[config.mk]
export PLATFORM = sky130hd
export DESIGN_NAME = pc_gen_flat
export DESIGN_NICKNAME = d
export VERILOG_FILES = /design/src/rtl/pc_gen_pkg.sv /design/src/rtl/pc_gen_if.sv /design/src/rtl/pc_redirect_buf.sv /design/src/rtl/pc_gen.sv /design/src/flat_wrapper.sv
export SDC_FILE = /design/constraint.sdc
export NUM_CORES = 1
export LEC_CHECK = 0
export ABC_AREA = 0
export CAP_MARGIN = 0
export CORE_MARGIN = 5
export CORE_UTILIZATION = 30
export DETAILED_ROUTE_END_ITERATION = 8
export GPL_ROUTABILITY_DRIVEN = 1
export SLEW_MARGIN = 20
export SYNTH_ARGS = -nofsm -noshare
export SYNTH_HDL_FRONTEND = slang
export SYNTH_SLANG_ARGS = --single-unit
[constraint.sdc]
create_clock -name clk -period 3.3 [get_ports clk]
set_clock_uncertainty 0.15 [all_clocks]
set_input_delay 0.66 -clock clk [delete_from_list [all_inputs] [get_ports clk]]
set_output_delay 0.66 -clock clk [all_outputs]
set_load 0.005 [all_outputs]
[src/rtl/pc_gen_pkg.sv]
// pc_gen_pkg: shared fetch-stage constants and the pc_gen state encoding
package pc_gen_pkg;

    localparam logic RstEnable   = 1'b1;
    localparam logic ChipEnable  = 1'b1;
    localparam logic ChipDisable = 1'b0;
    localparam logic Stop        = 1'b1;
    localparam logic NoStop      = 1'b0;
    localparam int   InstAddrBus = 32;

    typedef enum logic [1:0] {
        ST_DIS  = 2'd0,
        ST_RUN  = 2'd1,
        ST_PEND = 2'd2
    } pc_state_t;

    // The state is never stored on its own; it is implied by ce and the pending flag.
    function automatic pc_state_t decode_state(input logic ce, input logic pend);
        return (ce == ChipDisable) ? ST_DIS : (pend ? ST_PEND : ST_RUN);
    endfunction

endpackage

[src/rtl/pc_gen_if.sv]
// pc_gen_if: redirect/stall inputs and fetch-address outputs of the PC generator
interface pc_gen_if #(
    parameter int ADDR_W  = 32,
    parameter int STALL_W = 6
);

    logic [STALL_W-1:0] stall;
    logic               branch_flag_i;
    logic [ADDR_W-1:0]  branch_target_i;
    logic               flush;
    logic [ADDR_W-1:0]  new_pc;
    logic               ce;
    logic [ADDR_W-1:0]  pc;
    logic               pc_misalign_o;
    logic               redirect_pend_o;

    modport master (
        output stall, branch_flag_i, branch_target_i, flush, new_pc,
        input  ce, pc, pc_misalign_o, redirect_pend_o
    );

    modport slave (
        input  stall, branch_flag_i, branch_target_i, flush, new_pc,
        output ce, pc, pc_misalign_o, redirect_pend_o
    );

endinterface

[src/rtl/pc_redirect_buf.sv]
// pc_redirect_buf: holds a branch target that arrived while fetch was stalled
module pc_redirect_buf #(
    parameter int ADDR_W = 32
) (
    input  logic              clk,
    input  logic              i_capture,
    input  logic              i_overwrite,
    input  logic              i_consume,
    input  logic              i_clear,
    input  logic [ADDR_W-1:0] i_target,
    output logic              o_valid,
    output logic [ADDR_W-1:0] o_target
);

    logic              r_valid;
    logic [ADDR_W-1:0] r_target;

    always_ff @(posedge clk) begin
        if (i_clear || i_consume) begin
            r_valid <= 1'b0;
        end else if (i_capture || i_overwrite) begin
            r_valid  <= 1'b1;
            r_target <= i_target;
        end
    end

    assign o_valid  = r_valid;
    assign o_target = r_target;

endmodule

[src/rtl/pc_gen.sv]
// pc_gen: parametrised fetch PC with branch/flush redirects and stalled-branch holding
module pc_gen
    import pc_gen_pkg::*;
#(
    parameter int                ADDR_W    = InstAddrBus,
    parameter logic [ADDR_W-1:0] RESET_VEC = '0,
    parameter int                INC       = 4,
    parameter int                STALL_W   = 6
) (
    input  logic     clk,
    input  logic     rst,
    pc_gen_if.slave  bus
);

    logic              r_ce;
    logic [ADDR_W-1:0] r_pc;
    logic              r_misalign;
    pc_state_t         w_state;
    logic [ADDR_W-1:0] w_pc_next;
    logic              w_stop;
    logic              w_capture;
    logic              w_overwrite;
    logic              w_consume;
    logic              w_clear;
    logic              w_pend;
    logic [ADDR_W-1:0] w_pend_target;
    logic              w_unused_stall;

    assign w_stop         = (bus.stall[0] == Stop);
    assign w_unused_stall = ^bus.stall;

    pc_redirect_buf #(.ADDR_W(ADDR_W)) u_buf (
        .clk         (clk),
        .i_capture   (w_capture),
        .i_overwrite (w_overwrite),
        .i_consume   (w_consume),
        .i_clear     (w_clear),
        .i_target    (bus.branch_target_i),
        .o_valid     (w_pend),
        .o_target    (w_pend_target)
    );

    always_comb begin
        w_state     = decode_state(r_ce, w_pend);
        w_pc_next   = r_pc;
        w_capture   = 1'b0;
        w_overwrite = 1'b0;
        w_consume   = 1'b0;
        w_clear     = 1'b0;
        case (w_state)
            ST_DIS: begin
                w_pc_next = RESET_VEC;
                w_clear   = 1'b1;
            end
            ST_RUN: begin
                if (bus.flush)
                    w_pc_next = bus.new_pc;
                else if (bus.branch_flag_i && !w_stop)
                    w_pc_next = bus.branch_target_i;
                else if (bus.branch_flag_i)
                    w_capture = 1'b1;
                else if (!w_stop)
                    w_pc_next = r_pc + ADDR_W'(INC);
            end
            ST_PEND: begin
                if (bus.flush) begin
                    w_pc_next = bus.new_pc;
                    w_clear   = 1'b1;
                end else if (w_stop) begin
                    w_overwrite = bus.branch_flag_i;
                end else begin
                    // A fresh branch on the release cycle is younger than the held one.
                    w_pc_next = bus.branch_flag_i ? bus.branch_target_i : w_pend_target;
                    w_consume = 1'b1;
                end
            end
            default: begin
                w_pc_next = RESET_VEC;
                w_clear   = 1'b1;
            end
        endcase
    end

    always_ff @(posedge clk) begin
        r_ce       <= (rst == RstEnable) ? ChipDisable : ChipEnable;
        r_pc       <= w_pc_next;
        r_misalign <= |w_pc_next[1:0];
    end

    assign bus.ce              = r_ce;
    assign bus.pc              = r_pc;
    assign bus.pc_misalign_o   = r_misalign;
    assign bus.redirect_pend_o = w_pend;

endmodule

[src/flat_wrapper.sv]
// flat-port wrapper written by rule: the top's interface ports become plain ports
module pc_gen_flat import pc_gen_pkg::*;
#(
    parameter int                ADDR_W    = InstAddrBus,
    parameter logic [ADDR_W-1:0] RESET_VEC = '0,
    parameter int                INC       = 4,
    parameter int                STALL_W   = 6
)
  (clk, rst, bus_stall, bus_branch_flag_i, bus_branch_target_i, bus_flush, bus_new_pc, bus_ce, bus_pc, bus_pc_misalign_o, bus_redirect_pend_o);
  pc_gen_if #(.ADDR_W(ADDR_W), .STALL_W(STALL_W)) bus_i ();
  input  logic clk;
  input  logic rst;
  input wire logic [$bits(bus_i.stall)-1:0] bus_stall;
  input wire logic [$bits(bus_i.branch_flag_i)-1:0] bus_branch_flag_i;
  input wire logic [$bits(bus_i.branch_target_i)-1:0] bus_branch_target_i;
  input wire logic [$bits(bus_i.flush)-1:0] bus_flush;
  input wire logic [$bits(bus_i.new_pc)-1:0] bus_new_pc;
  output wire logic [$bits(bus_i.ce)-1:0] bus_ce;
  output wire logic [$bits(bus_i.pc)-1:0] bus_pc;
  output wire logic [$bits(bus_i.pc_misalign_o)-1:0] bus_pc_misalign_o;
  output wire logic [$bits(bus_i.redirect_pend_o)-1:0] bus_redirect_pend_o;
  assign bus_i.stall = bus_stall;
  assign bus_i.branch_flag_i = bus_branch_flag_i;
  assign bus_i.branch_target_i = bus_branch_target_i;
  assign bus_i.flush = bus_flush;
  assign bus_i.new_pc = bus_new_pc;
  assign bus_ce = bus_i.ce;
  assign bus_pc = bus_i.pc;
  assign bus_pc_misalign_o = bus_i.pc_misalign_o;
  assign bus_redirect_pend_o = bus_i.redirect_pend_o;
  pc_gen #(.ADDR_W(ADDR_W), .RESET_VEC(RESET_VEC), .INC(INC), .STALL_W(STALL_W)) u_core (.clk(clk), .rst(rst), .bus(bus_i));
endmodule
==> summary.txt <==
Outcome
  • Status: complete, no violations

Timing
  • Unrepaired setup endpoints after global routing: no
  • Hold Slack: approximately 0.36 ns
  • Hold Vio Cnt, Final: 0
  • Rel. slew slack: approximately 53%
  • Final setup fails: 0
  • Slew @ Worst Pin: about 0.7 ns
  • Setup_tns: 0 ns
  • Slew Limit Fails: 0
  • Maximum clock rate: ~0.40 GHz
  • Period Utilization, post-route: about three quarters
  • Min cycle time layout: roughly 2.5 ns

Min path
  • Hold_sp: u_core.bus.pc[0]
  • WHS Endpoint: u_core.bus.pc[0]
  • Worst hold path type: flop to flop
  • Hold path depth: 2

Clocking
  • H-tree levels: 3
  • Longest Clk Path Bufs: 2
  • CTS tree: done
  • Root Driver: clkbuf_16
  • Post-CTS Setup Repair Bufs: 0
  • Clk slew on worst S/H paths: ~0.050 ns
  • Post-cts hold buffer count: 0
  • Clock Latency Late Sink: between 0.3 and 0.4 ns
  • TritonCTS Sinks: 67
  • Post-CTS sizing: 0
  • CTS Buf Count: 9

Synth
  • Netlist Area Pre-Place: ~3700 µm²
  • Ys flop type: edfxtp_1
  • Leading area contributor after synthesis: edfxtp_1
  • Post-synth ARST share: 0%
  • Warnings, synthesis: 0
  • Post-synth EDFFs: 62
  • Post-synthesis register bit count: between 60 and 70
  • Seq/Total Area, Yosys: a little over half
  • Mapped Cells: 360
  • Syn Nets: 435
  • Synth cell types: 52
  • Synth top area share: 49.80%
  • Average size of a mapped cell: ~10 µm²
  • Dominant cells by area after synthesis: edfxtp_1, nand2_1, o21ai_0, xnor2_1, a21oi_1

Job
  • MaxCap Viol Count: 0

Detailed routing
  • DR vias: roughly 3300
  • 1st-iter DRT viols: about 340
  • Routed WL: 11960 µm
  • DR WL/cell: about 19 µm
  • Drt pass-1 iters: 5
  • Residual DRC: 0
  • DR vias/cell: between 5 and 6
  • Remaining antenna violation count: 0

Critical path
  • R2R Path End: u_core.bus.pc[24]
  • Critical-path cell list: ha_1 -> nand4_1 -> or4_4 -> nor3_2 -> xor2_1 -> o311a_1
  • CP delay by family, top: simple AND/OR/NAND/NOR gates
  • Maximum fanout along the worst path: 5
  • Slack of the worst reg-to-reg path: slightly below 0.8 ns
  • Slowest cell on crit path: or4_4
  • Worst path max stage delay: between 0.5 and 0.6 ns
  • WS Path Type: flop to flop
  • R2R depth: 6
  • Crit. End Element: flop
  • Required @ worst endpoint: 3.23 ns
  • Reg-to-reg startpoint: u_core.bus.pc[2]
  • Arrival @ worst endpoint: between 2 and 2.5 ns
  • CP startpoint kind: flop
  • CP bufs+invs: 0

Cells and area
  • Commonest cells after routing, fill and taps aside: clkdlybuf4s50_1, edfxtp_1, nand2_1, o21ai_0, a21oi_1
  • Commonest non-fill, non-tap cell in the layout: clkdlybuf4s50_1
  • N_diodes: 0
  • Util after Layout: 43.64%
  • Nets: 537
  • Synthesis-to-layout area growth: 41.37%
  • Share of layout cells above drive strength 1: under 10%

Floorplanning
  • Core area: approximately 12000 µm²
  • Die area: about 15000 µm²
  • Rows: 40
  • Starting Density: approximately 31%
  • I/O pin total: approximately 110
  • Chip height: ~120 µm
  • Die W: 121.6 µm

Placed design
  • Global placer's final weighted congestion: approximately 0.82
  • PortBufs: ~100
  • Dpl hpwl: between 8000 and 9000 µm

Power and ir drop
  • Max rail drop VDD: approximately 0.28 mV
  • Total power: 0.002350 W
  • Lkg Pwr: 1.819 nW
  • Power Dens Cells: ~440 nW/µm²

Global routing
  • Largest net degree at the start of global routing: 33
  • First-pass GRT wire length: between 15000 and 20000 µm
  • Vias in the first global route: roughly 3500
  • Overflow after GRT: 0
  • Antenna violations before repair: 0
  • Gr usage total: roughly 16%
[how the worst max path moves through the flow]
stage | end | start | slack (ns) | depth (start not counted)
CTS | u_core.bus.pc[24] | u_core.bus.pc[2] | 0.78 | 6
floorplan | u_core.u_buf.o_target[0] | bus_branch_flag_i | 0.60 | 3
detailed placement | u_core.bus.pc_misalign_o | bus_branch_flag_i | 0.53 | 7
global route | u_core.bus.pc[19] | u_core.bus.pc[6] | 0.56 | 5
finish | u_core.bus.pc[24] | u_core.bus.pc[2] | 0.78 | 6
global placement | u_core.bus.pc_misalign_o | bus_branch_flag_i | 0.53 | 7
[power breakdown]
group	leakage [nW]	internal, W	switching, W
Clock	0.132	0.000570	0.000336
Combinational	1.02	0.000224	0.000163
Sequential	0.668	0.000989	0.0000669
Total	1.82	0.00178	0.000567
[routing by layer]
| layer | wire length [µm] | vias up | share of wire (%) | GRT usage (%) |
|---|---|---|---|---|
| met5 | 0 | - | 0 | 0 |
| met4 | 157 | 0 | 1.3 | 4.272 |
| met1 | 5270 | 1583 | 44 | 21.71 |
| met2 | 5650 | 137 | 47 | 26.42 |
| li1 | - | 1593 | - | - |
| met3 | 877 | 12 | 7.3 | 4.968 |
[cells in the mapped netlist (5+ instances only)]
| library cell | n |
|---|---|
| a21oi_1 | 22 |
| a221oi_1 | 12 |
| a222oi_1 | 6 |
| a22o_1 | 6 |
| clkbuf_1 | 22 |
| dfxtp_1 | 5 |
| edfxtp_1 | 62 |
| inv_1 | 12 |
| nand2_1 | 44 |
| nand2b_1 | 5 |
| nand3_1 | 10 |
| nand4_1 | 8 |
| nor2_1 | 10 |
| nor2b_1 | 5 |
| nor3_1 | 7 |
| nor4_1 | 8 |
| o21ai_0 | 30 |
| xnor2_1 | 15 |
| xor2_1 | 8 |
[through the flow]
stage,worst slack (ns),instances,cell area [µm²]
2_1_floorplan,0.5997,360,3739
3_5_place_dp,0.5295,619,5011
3_3_place_gp,0.5264,619,5011
6_report,0.7763,634,5285
4_1_cts,0.7801,634,5285
5_1_grt,0.5601,634,5285
[cell families after synthesis]
logic type	after synthesis	synth area share, %
and+or+nand+nor	118	17.04
AOI/OAI and AO/OA	109	19.65
DFF	67	52.48
buffers and inverters	38	4.049
xor gates and xnor gates	23	5.388
muxes	4	1.071
adders and majority gates	1	0.3346
[flip-flops by register name, summed over array words and instances (netlist names)]
| register | flops |
|---|---|
| u_core.bus.ce | 1 |
| u_core.bus.pc_misalign_o | 1 |
| u_core.u_buf.o_valid | 1 |
| u_core.bus.pc | 32 |
| u_core.u_buf.o_target | 32 |
[worst min-delay path, stage by stage (launching register included)]
cell	delay, ns
dfxtp_1	0.31
o21ai_0	0.07
a21oi_1	0.08
[final cells by class]
type / instances / area (µm²)
clock inverter: 5 / 45.04
timing repair buffer: 117 / 1161
inverter: 12 / 45.04
sequential: 67 / 1962
fill: 1187 / 6827
multi-input combinational: 255 / 1633
clock buffer: 10 / 229.0
tap: 168 / 210.2
Power figures use the tool's default switching activity.
